[config.mk]
export PLATFORM = sky130hd
export DESIGN_NAME = fnd_scan_driver
export DESIGN_NICKNAME = d
export VERILOG_FILES = /design/src/rtl/fnd_scan_driver.sv
export SDC_FILE = /design/constraint.sdc
export NUM_CORES = 1
export LEC_CHECK = 0
export ABC_AREA = 1
export BUFFER_PORTS_ARGS = -buffer_cell sky130_fd_sc_hd__buf_4
export CAP_MARGIN = 10
export CORE_UTILIZATION = 35
export DETAILED_ROUTE_END_ITERATION = 7
export PLACE_DENSITY = 0.63
export SLEW_MARGIN = 30
export SYNTH_ARGS = -nofsm -noshare
export SYNTH_HDL_FRONTEND = slang
export SYNTH_SLANG_ARGS = --single-unit
[constraint.sdc]
create_clock -name sysclk -period 2.1 [get_ports sysclk]
set_input_delay 0.105 -clock sysclk [delete_from_list [all_inputs] [get_ports sysclk]]
set_output_delay 0.105 -clock sysclk [all_outputs]
set_load 0.01 [all_outputs]
[src/rtl/fnd_scan_driver.sv]
// 4-digit multiplexed 7-segment driver: saturating binary-to-BCD double-dabble plus a free-running digit scan.
// Optional leading-zero blanking is enabled by defining FND_LZB_EN.
module fnd_scan_driver #(
    parameter int SCAN_DIV = 100000,
    parameter int MAX_VAL  = 9999
) (
    input  logic        sysclk,
    input  logic        i_rst_n,
    input  logic [13:0] i_value,
    output logic [15:0] o_bcd,
    output logic [7:0]  o_seg,
    output logic [3:0]  o_digit
);

    typedef enum logic [1:0] {IDLE, CONV, LATCH} state_t;

    localparam logic [13:0] MAX_V    = 14'(MAX_VAL);
    localparam int          CW       = $clog2(SCAN_DIV);
    localparam logic [CW-1:0] CNT_LAST = CW'(SCAN_DIV - 1);

    state_t        state_reg, state_next;
    logic [13:0]   shreg_reg, shreg_next;
    logic [15:0]   scratch_reg, scratch_next;
    logic [3:0]    iter_reg, iter_next;
    logic [15:0]   bcd_next;
    logic [15:0]   adj;

    logic [CW-1:0] cnt_reg;
    logic [1:0]    idx_reg, idx_next;
    logic          wrap;
    logic [7:0]    slot_seg [4];

    function automatic logic [7:0] decode(input logic [3:0] nib);
        logic [7:0] seg;
        case (nib)
            4'd0:    seg = 8'hC0;
            4'd1:    seg = 8'hF9;
            4'd2:    seg = 8'hA4;
            4'd3:    seg = 8'hB0;
            4'd4:    seg = 8'h99;
            4'd5:    seg = 8'h92;
            4'd6:    seg = 8'h82;
            4'd7:    seg = 8'hF8;
            4'd8:    seg = 8'h80;
            4'd9:    seg = 8'h90;
            default: seg = 8'hFF;
        endcase
        return seg;
    endfunction

    // Double-dabble correction: every nibble >= 5 gets +3 before the shift.
    generate
        for (genvar gi = 0; gi < 4; gi++) begin : g_adj
            assign adj[4*gi +: 4] = (scratch_reg[4*gi +: 4] >= 4'd5) ?
                                    scratch_reg[4*gi +: 4] + 4'd3 : scratch_reg[4*gi +: 4];
        end
    endgenerate

    always_ff @(posedge sysclk or negedge i_rst_n) begin
        if (!i_rst_n) begin
            state_reg   <= IDLE;
            shreg_reg   <= '0;
            scratch_reg <= '0;
            iter_reg    <= '0;
            o_bcd       <= '0;
        end else begin
            state_reg   <= state_next;
            shreg_reg   <= shreg_next;
            scratch_reg <= scratch_next;
            iter_reg    <= iter_next;
            o_bcd       <= bcd_next;
        end
    end

    always_comb begin
        state_next   = state_reg;
        shreg_next   = shreg_reg;
        scratch_next = scratch_reg;
        iter_next    = iter_reg;
        bcd_next     = o_bcd;
        case (state_reg)
            IDLE: begin
                shreg_next   = (i_value > MAX_V) ? MAX_V : i_value;
                scratch_next = '0;
                iter_next    = '0;
                state_next   = CONV;
            end
            CONV: begin
                {scratch_next, shreg_next} = {adj, shreg_reg} << 1;
                iter_next = iter_reg + 4'd1;
                if (iter_reg == 4'd13)
                    state_next = LATCH;
            end
            LATCH: begin
                bcd_next   = scratch_reg;
                state_next = IDLE;
            end
            default: state_next = IDLE;
        endcase
    end

    // Per-slot segment pattern, computed from the stable latched result.
    generate
        for (genvar gi = 0; gi < 4; gi++) begin : g_slot
`ifdef FND_LZB_EN
            if (gi > 0) begin : g_blank
                assign slot_seg[gi] = (o_bcd[15:4*gi] == '0) ? 8'hFF : decode(o_bcd[4*gi +: 4]);
            end else begin : g_keep
                assign slot_seg[gi] = decode(o_bcd[4*gi +: 4]);
            end
`else
            assign slot_seg[gi] = decode(o_bcd[4*gi +: 4]);
`endif
        end
    endgenerate

    assign wrap     = (cnt_reg == CNT_LAST);
    assign idx_next = idx_reg + 2'd1;

    always_ff @(posedge sysclk or negedge i_rst_n) begin
        if (!i_rst_n) begin
            cnt_reg <= '0;
            idx_reg <= '0;
            o_digit <= 4'hF;
            o_seg   <= 8'hFF;
        end else if (wrap) begin
            cnt_reg <= '0;
            idx_reg <= idx_next;
            o_digit <= ~(4'b0001 << idx_next);
            o_seg   <= slot_seg[idx_next];
        end else begin
            cnt_reg <= cnt_reg + CW'(1);
        end
    end

endmodule

# [After elaboration in Yosys (flattened, before gate mapping)]
# Memories as Yosys holds them, arrays and structs flattened.
# Index checks and enable logic that the tools add are counted.
[word_totals] register_bits=83 latchBits=0 ramBits=0 rom_bits=448 input_bits=16 output_inout_bits=28 wordCells=50 n_memories=4
[mem_list] memory="(name not given)" depth=16 width=7 rd=1 rd_ports_with_merged_regs=0 write_ports=0 line_no="35" text="case (nib)"
[mem_list] memory="(name not given)" depth=16 width=7 rd=1 rd_ports_with_merged_regs=0 write_ports=0 line_no="35"
[mem_list] memory="(name not given)" depth=16 width=7 rd=1 rd_ports_with_merged_regs=0 write_ports=0 line_no="35"
[mem_list] memory="(name not given)" depth=16 width=7 rd=1 rd_ports_with_merged_regs=0 write_ports=0 line_no="35"
[op_classes] addsub=7 multipliers=0 n_div=0 order_cmp=6 n_eq_ne=5 shifts=1 mux=14 bitwise=2 n_reduce_logical=2
[op_table] cell="one-hot mux 16 bit (2 select lines)" n=1
[op_table] cell="one-hot mux 14 bit (2 select lines)" n=1
[op_table] cell="adder 17 x 1 -> 17 bit (second input constant)" n=1
[op_table] cell="== test 17 bit (second input constant)" n=1
[op_table] cell="two-way mux 17 bit" n=1
[op_table] cell="binary-select mux 8 bit (select 2 bit)" n=1
[op_table] cell="greater-or-equal comparator 4 x 3 -> 1 bit (second input constant)" n=4
[op_table] cell="two-way mux 8 bit" n=2
[op_table] cell="> comparator 14 bit (second input constant)" n=1
[op_table] cell="two-way mux 14 bit" n=1
[op_table] cell="adder 4 x 2 -> 4 bit (second input constant)" n=3
[op_table] cell="two-way mux 4 bit" n=3
[op_table] cell="one-hot mux 4 bit (2 select lines)" n=1
[op_table] cell="adder 4 x 1 -> 4 bit (second input constant)" n=1
[op_table] cell="== test 4 bit (second input constant)" n=1
[op_table] cell="NOT 4 bit" n=1
[op_table] cell="one-hot mux 2 bit (2 select lines)" n=1
[op_table] cell="<< shifter 1 x 2 -> 4 bit (first input constant)" n=1
[op_table] cell="adder 3 x 2 -> 3 bit (second input constant)" n=1
[op_table] cell="greater-or-equal comparator 3 bit (second input constant)" n=1
[op_table] cell="two-way mux 3 bit" n=1
[op_table] cell="NOT 2 -> 3 bit" n=1
[op_table] cell="adder 2 x 1 -> 2 bit (second input constant)" n=1
[op_table] cell="== test 2 x 1 -> 1 bit (second input constant)" n=1
[op_table] cell="5 further kinds" n=5

# [Longest topological paths before layout]
# Gate-level depths: netlist (run 1).
[depth] depth_word=5 mapped_depth=10 mapped_depth_nobuf=10

# [Least setup slack after synthesis (run 1)]
# No wires, ideal clock.
[synth_path] path_kind="reg2reg" startpoint="register idx_reg[0]" endpoint="register o_seg[0]" setup_time_ns=0.076 t_arrival_ns=1.476 required_time_ns=2.024 path_slack_ns=0.548 stages_incl_launch_ff=9 n_path_buf=1 period_less_slack_ns=1.552 path_cell_list="dfrtp_1 > inv_1 > ha_1 > clkbuf_1 > inv_1 > nand3_1 > nand2_1 > nand2_1 > nand2_1"
[synth_via] elab_chain_cells=5
[synth_lines] item="from (decl)" line_no="29" text="logic [1:0] idx_reg, idx_next;"
[synth_lines] item="from (signal assigned)" line_no="128" text="idx_reg <= idx_next;"
[synth_lines] item="adder 2 x 1 -> 2 bit" line_no="118" text="assign idx_next = idx_reg + 2'd1;"
[synth_lines] item="named net idx_next[0]" line_no="29"
[synth_lines] item="NOT 2 -> 3 bit (implied by the code)" line_no="130" text="o_seg <= slot_seg[idx_next];"
[synth_lines] item="binary-select mux 8 bit (select 2 bit)" line_no="130"
[synth_lines] item="two-way mux 8 bit (implied by the code) (2 in series)" line_no="130"
[synth_lines] item="to (signal assigned)" line_no="130"
[synth_lines] item="to (decl)" line_no="11" text="output logic [7:0] o_seg,"
# The timed path passes the listed nets, and every way through them passes these cells. The select of a mux whose other input is x is not followed.
# A chain may end at the register's enable or synchronous reset.

# [Final worst setup path (run 1)]
[layout_path] startpoint="register idx_reg[0]" endpoint="register o_seg[2]"
# The elaborated chain is that of the path after synthesis.

==> results of run 1 <==
-- through the flow --
step	instances	setup WS, ns	cell area, um^2
global route	857	0.1702	5747
CTS	857	0.4200	5747
detailed placement	835	0.4413	5404
global placement	835	0.5113	5404
finish	857	0.3918	5747
floorplan	630	0.5485	4907
-- worst min-delay path, delay by kind of cell --
family          cells  cell delay, ns
compound gates      2            0.16
buf+inv             1            0.08
-- cells by family after synthesis --
group,after synthesis,synth area share
compound gates,96,0.1073
xor+xnor,13,0.02320
fa+ha+maj,35,0.08924
buf+inv,98,0.07853
flops,82,0.4210
other cells,1,0.0007642
simple gates,305,0.2800
-- power groups by stage --
stage / sequential, uW / combinational, uW / clock (uW)
after global routing: 2010 / 1670 / 1620
after floorplan: 1960 / 933 / 0
after CTS: 1980 / 1450 / 1540
after detailed placement: 2010 / 1430 / 0
after global placement: 2000 / 1400 / 0
final: 1980 / 1430 / 1500
-- metal layers --
layer / share of wire / track usage
met5: 0 / 0
met4: 0.016 / 0.06096
met3: 0.039 / 0.04575
met2: 0.47 / 0.2611
met1: 0.47 / 0.2022
-- layout make-up --
type | count | area (um^2) | share of cell area
clock buffers | 11 | 242.7 | 0.04224
clock inverters | 5 | 40.04 | 0.006967
inverters | 81 | 304.0 | 0.05291
multi-input cells | 450 | 2456 | 0.4274
flip-flops and latches | 82 | 2066 | 0.3595
well taps | 176 | 220.2 | 0.03832
repair buffers | 52 | 417.9 | 0.07272
-- synth_stat cells (2+ instances only) --
master / count / area [um^2]
nand2_1: 166 / 623.1
inv_1: 76 / 285.3
dfrtp_1: 71 / 1777
nand3_1: 59 / 295.3
o21ai_0: 51 / 255.2
nor2_1: 42 / 157.7
ha_1: 35 / 437.9
a21oi_1: 23 / 115.1
clkbuf_1: 13 / 48.80
dfstp_2: 11 / 289.0
xor2_1: 11 / 96.34
o22ai_1: 10 / 62.56
nand4_1: 9 / 56.30
or2_2: 7 / 43.79
o21bai_1: 6 / 45.04
inv_2: 5 / 18.77
nor2_2: 5 / 31.28
nor3_1: 5 / 25.02
nand2_2: 3 / 18.77
nor2_4: 3 / 33.78
o211ai_1: 3 / 22.52
a21oi_2: 2 / 17.52
buf_2: 2 / 10.01
nand3_2: 2 / 20.02
nor2_8: 2 / 40.04
xnor2_1: 2 / 17.52
-- worst paths after layout --
path	start	end	cells after the start	slack, ns
max in group asynchronous	i_rst_n	o_seg[2]$_DFFE_PN1N_	3	1.16
min in group asynchronous	i_rst_n	cnt_reg[0]$_DFF_PN0_	2	0.30
max	idx_reg[0]$_DFFE_PN0N_	o_seg[2]$_DFFE_PN1N_	7	0.39
min reg2reg	cnt_reg[0]$_DFF_PN0_	cnt_reg[0]$_DFF_PN0_	1	0.46
max reg2reg	idx_reg[0]$_DFFE_PN0N_	o_seg[2]$_DFFE_PN1N_	7	0.39
min	i_value[0]	shreg_reg[0]$_DFFE_PN0P_	3	0.02
==> results by group, run 1 <==
Pwr
  • Comb pwr share: 0.292
  • Max IR drop VDD: 0.4934 mV
  • Sw power: 1744 uW
  • Leak: 0.002824 uW
  • Clock share of power: 0.305
  • Pwr Total: 4909 uW
  • Seq pwr share: 0.403
  • Internal power: 3165 uW
  • Pwr per Cell Area: 854.3 nW/um^2
  • Net Sw Frac: 0.3553

Timing
  • Worst slew pin tran: 0.5594 ns
  • Final setup violating endpoints: 0
  • RSZ-0062 raised after global routing: false
  • Max-slew violation total from the final report: 0
  • Hold Slack: 0.01839 ns
  • Clock skew: 0.006705 ns
  • Tmin final: 1.708 ns
  • Period utilisation layout: 0.8134
  • Setup TNS: 0 ns
  • Max transition margin: 0.6270
  • Max Clk Rate: 585.4 MHz
  • Final hold viol count: 0

Setup path
  • Cell Chain, Critical Path: inv_1, ha_1, inv_1, nand3_1, nand2_1, nand2_1, nand2_1
  • Worst Path Buf+Inv: 2
  • Critical path endpoint category: flip-flop
  • Critical Path Fanout Max: 9
  • Setup Crit Path Kind: reg2reg
  • Required @ worst endpoint: 2.38 ns
  • Slowest stage delay, CP: 0.52 ns
  • Delay-heaviest family, CP: flip-flops
  • Max stage delay cell, worst path: dfrtp_1
  • CP most frequent cell: nand2_1
  • Crit path DAT: 1.99 ns
  • Type of origin of the critical path: flip-flop

Final layout
  • Final nets: 727
  • Final core utilization: 0.4272
  • Number of diodes: 0
  • Commonest non-fill, non-tap cell in the layout: nand2_1
  • Commonest non-fill, non-tap cells in the layout: 166 x nand2_1, 76 x inv_1, 71 x dfrtp_1
  • Max reg flops: 17
  • Fraction of layout cells with a size suffix above 1: 0.1512
  • Fill cell count: 1385
  • Area Growth Syn to Fin: 17.11%

Drt
  • Vias: 4126
  • Antenna Violating Nets Remaining: 0
  • Final wirelength: 10740 um
  • Detailed-route DRC error count: 0
  • Initial drt markers: 208
  • Vias per cell: 4.814
  • Detailed Routing Iterations Pass 1: 5
  • Avg WL per Cell: 12.53 um

Logic synthesis
  • Syn nets: 681
  • Post-Syn Instances: 630
  • Synth unique cells: 32
  • Async SR Flop Fraction: 1.000
  • Register area share after synthesis: 0.4210
  • Synth Flop Type: dfrtp_1
  • Syn. warnings: 0
  • Post-Syn Area per Cell: 7.789 um^2
  • Number of synthesized register bits: 82
  • Syn Std Cell Area: 4907 um^2
  • Post-synth EDFFs: 0

Worst hold path
  • Hold crit path type: in2reg

Clocking
  • Clk Tree Root Cell: clkbuf_16
  • Worst skew pair latency: 0.35 ns
  • Clock buffer depth: 2
  • CTS clk-pin slew, worst paths: 0.06 ns
  • Hold buffers post-CTS: 6
  • CTS tree: yes
  • Cts repair resizes: 0
  • H-Tree Depth: 3
  • Number of buffers created by CTS: 9
  • Clock Sinks: 82
  • Postcts setup bufs: 0

Global route
  • Initial antenna violation count: 0
  • First-pass GRT wire length: 18500 um
  • Total gr overflow: 0
  • All-layer global routing usage: 0.1608
  • Vias in the first global route: 3950
  • Largest net degree at the start of global routing: 43

Die
  • Row Count: 42
  • Die area: 14500 um^2
  • Initial Util: 0.3648
  • I/O Pins: 44
  • Die X: 120.4 um
  • Core Box Area: 13450 um^2
  • DIE HEIGHT: 120.4 um

Place
  • Hpwl dp: 7897 um
  • Routability congestion estimate from global placement: 0.9140
  • Number of port buffers: 42

Job
  • Max Cap Viol: 0

Run status
  • Outcome: completed
Note: power is estimated with default switching activity, not from simulation.
==> run 2, diff against run 1 <==
==> constraint.sdc (replaced) <==
create_clock -name sysclk -period 1.7 [get_ports sysclk]
set_input_delay 0.085 -clock sysclk [delete_from_list [all_inputs] [get_ports sysclk]]
set_output_delay 0.085 -clock sysclk [all_outputs]
set_load 0.01 [all_outputs]
==> results by group, run 2 (same netlist as run 1, synthesis figures left out) <==
Run status
  • Outcome: completed (unchanged)

Final layout
  • Final nets: 737 (was 727)
  • Number of diodes: 0 (unchanged)
  • Commonest non-fill, non-tap cells in the layout: 166 x nand2_1, 76 x inv_1, 71 x dfrtp_1 (unchanged)
  • Max reg flops: 17 (unchanged)
  • Design area: 5841 um^2 (was 5747 um^2)
  • Commonest non-fill, non-tap cell in the layout: nand2_1 (unchanged)
  • Area Growth Syn to Fin: 19.02% (was 17.11%)
  • Fraction of layout cells with a size suffix above 1: 0.1635 (was 0.1512)
  • Final core utilization: 0.4342 (was 0.4272)

Setup path
  • R2R Setup Slk: 0.11 ns (was 0.39 ns)
  • Critical path endpoint category: flip-flop (unchanged)
  • Type of origin of the critical path: flip-flop (unchanged)
  • Setup Crit Path Kind: reg2reg (unchanged)
  • Crit path DAT: 1.79 ns (was 1.99 ns)
  • Reg2reg path depth: 7 (unchanged)
  • Required @ worst endpoint: 1.90 ns (was 2.38 ns)
  • Critical Path Fanout Max: 4 (was 9)

Clocking
  • Postcts setup bufs: 0 (unchanged)
  • Clk Tree Root Cell: clkbuf_16 (unchanged)
  • CTS clk-pin slew, worst paths: 0.06 ns (about the same)
  • Number of buffers created by CTS: 9 (unchanged)
  • CTS tree: yes (unchanged)
  • Clock Sinks: 82 (unchanged)
  • Clock buffer depth: 2 (unchanged)
  • Worst skew pair latency: 0.34 ns (was 0.35 ns)
  • H-Tree Depth: 3 (unchanged)

Global route
  • First-pass GRT wire length: 18980 um (was 18500 um)
  • Total gr overflow: 0 (unchanged)
  • All-layer global routing usage: 0.1635 (was 0.1608)
  • Vias in the first global route: 4149 (was 3950)
  • Initial antenna violation count: 0 (unchanged)
  • Largest net degree at the start of global routing: 41 (was 43)

Pwr
  • Pwr per Cell Area: 1065 nW/um^2 (was 854.3 nW/um^2)
  • Net Sw Frac: 0.3453 (was 0.3553)
  • Sw power: 2148 uW (was 1744 uW)
  • Leak: 0.002883 uW (was 0.002824 uW)
  • Max IR drop VDD: 0.5080 mV (was 0.4934 mV)
  • Internal power: 4073 uW (was 3165 uW)
  • Clock share of power: 0.311 (was 0.305)
  • Seq pwr share: 0.390 (was 0.403)
  • Pwr Total: 6221 uW (was 4909 uW)
  • Comb pwr share: 0.299 (was 0.292)

Place
  • Number of port buffers: 42 (unchanged)
  • Placed cell area: 5479 um^2 (was 5404 um^2)
  • Hpwl dp: 8306 um (was 7897 um)
  • Routability congestion estimate from global placement: 0.8977 (was 0.9140)

Worst hold path
  • Hold crit path type: in2reg (unchanged)
  • WHS Path Cells: 3 (unchanged)

Timing
  • Setup TNS: 0 ns (unchanged)
  • Tmin final: 1.588 ns (was 1.708 ns)
  • Period utilisation layout: 0.9343 (was 0.8134)
  • Max-slew violation total from the final report: 0 (unchanged)
  • RSZ-0062 raised after global routing: false (unchanged)
  • Clock skew: 0.01029 ns (was 0.006705 ns)
  • Final setup violating endpoints: 0 (unchanged)
  • Final hold viol count: 0 (unchanged)
  • Max Clk Rate: 629.6 MHz (was 585.4 MHz)

Drt
  • Antenna Violating Nets Remaining: 0 (unchanged)
  • Detailed Routing Iterations Pass 1: 4 (was 5)
  • Detailed-route DRC error count: 0 (unchanged)
  • Initial drt markers: 249 (was 208)
  • Final wirelength: 11110 um (was 10740 um)
  • Avg WL per Cell: 12.81 um (was 12.53 um)
  • Vias: 4234 (was 4126)
  • Vias per cell: 4.884 (was 4.814)

Die
  • Die X: 120.4 um (unchanged)
  • DIE HEIGHT: 120.4 um (unchanged)
  • Row Count: 42 (unchanged)
  • Die area: 14500 um^2 (unchanged)
  • Initial Util: 0.3648 (unchanged)
  • Core Box Area: 13450 um^2 (unchanged)
  • I/O Pins: 44 (unchanged)

Job
  • Max Cap Viol: 0 (unchanged)
==> run 2: changes by cell type in the layout (fill, tap and decap cells not counted), sizes merged <==
cell      delta
inv          +1
clkinvlp     -2
bufinv       +1
buf         +10
==> run 2: worst paths after layout <==
| path | from | to |
|---|---|---|
| setup / recovery | scratch_reg[8]$_DFFE_PN0P_ | scratch_reg[10]$_DFFE_PN0P_ |
| hold / removal | i_value[6] | shreg_reg[6]$_DFFE_PN0P_ |
| setup reg to reg | scratch_reg[8]$_DFFE_PN0P_ | scratch_reg[10]$_DFFE_PN0P_ |
| hold reg to reg | cnt_reg[0]$_DFF_PN0_ | cnt_reg[0]$_DFF_PN0_ |
| max in group asynchronous | i_rst_n | scratch_reg[7]$_DFFE_PN0P_ |
| min in group asynchronous | i_rst_n | idx_reg[0]$_DFFE_PN0N_ |
==> run 2: final cells by class <==
class	count	area [um^2]
repair buffers	62	493.0
clock buffers	11	232.7
well taps	176	220.2
flip-flops and latches	82	2066
clock inverters	5	63.81
inverters	81	306.5
fillers	1351	7612
multi-input cells	450	2459
==> run 2: power by group through the flow <==
| stage | logic (uW) | clock network [uW] | registers (uW) |
|---|---|---|---|
| 2_1_floorplan | 1150 | 0 | 2420 |
| 3_3_place_gp | 1800 | 0 | 2440 |
| 4_1_cts | 1870 | 1990 | 2430 |
| 6_report | 1860 | 1940 | 2430 |
| 3_5_place_dp | 1850 | 0 | 2460 |
| 5_1_grt | 2130 | 2090 | 2460 |
==> run 2: through the flow <==
stage          std cells  setup slack [ns]  hold WS (ns)
2_1_floorplan        630            0.1485       -0.2106
3_3_place_gp         845            0.2029       0.04899
3_5_place_dp         845            0.1313       0.05804
4_1_cts              867            0.1122     0.0003116
5_1_grt              867          0.008905      0.007734
6_report             867            0.1117      0.008078
==> run 2: per-layer routing <==
metal / vias up / track usage / wire length, um
li1: 2140 / - / -
met1: 2004 / 0.1995 / 5134
met2: 76 / 0.2852 / 5421
met3: 14 / 0.03585 / 387
met4: 0 / 0.05324 / 163
met5: - / 0 / 0
==> run 2: repair_timing <==
item / 4_1_cts / 5_1_grt
endpoints found under the hold margin: 22 / 0
hold buffers: 6 / 0
resized for setup: 0 / 2
endpoints found under the setup margin: 0 / 8
==> run 2: critical path, stage by stage (launching register included) <==
cell and delay (ns):
dfrtp_1 0.39, inv_1 0.11, ha_1 0.22, or2_2 0.32, nand3_1 0.16, nand2_1 0.08
o211ai_1 0.08, o21ai_0 0.11
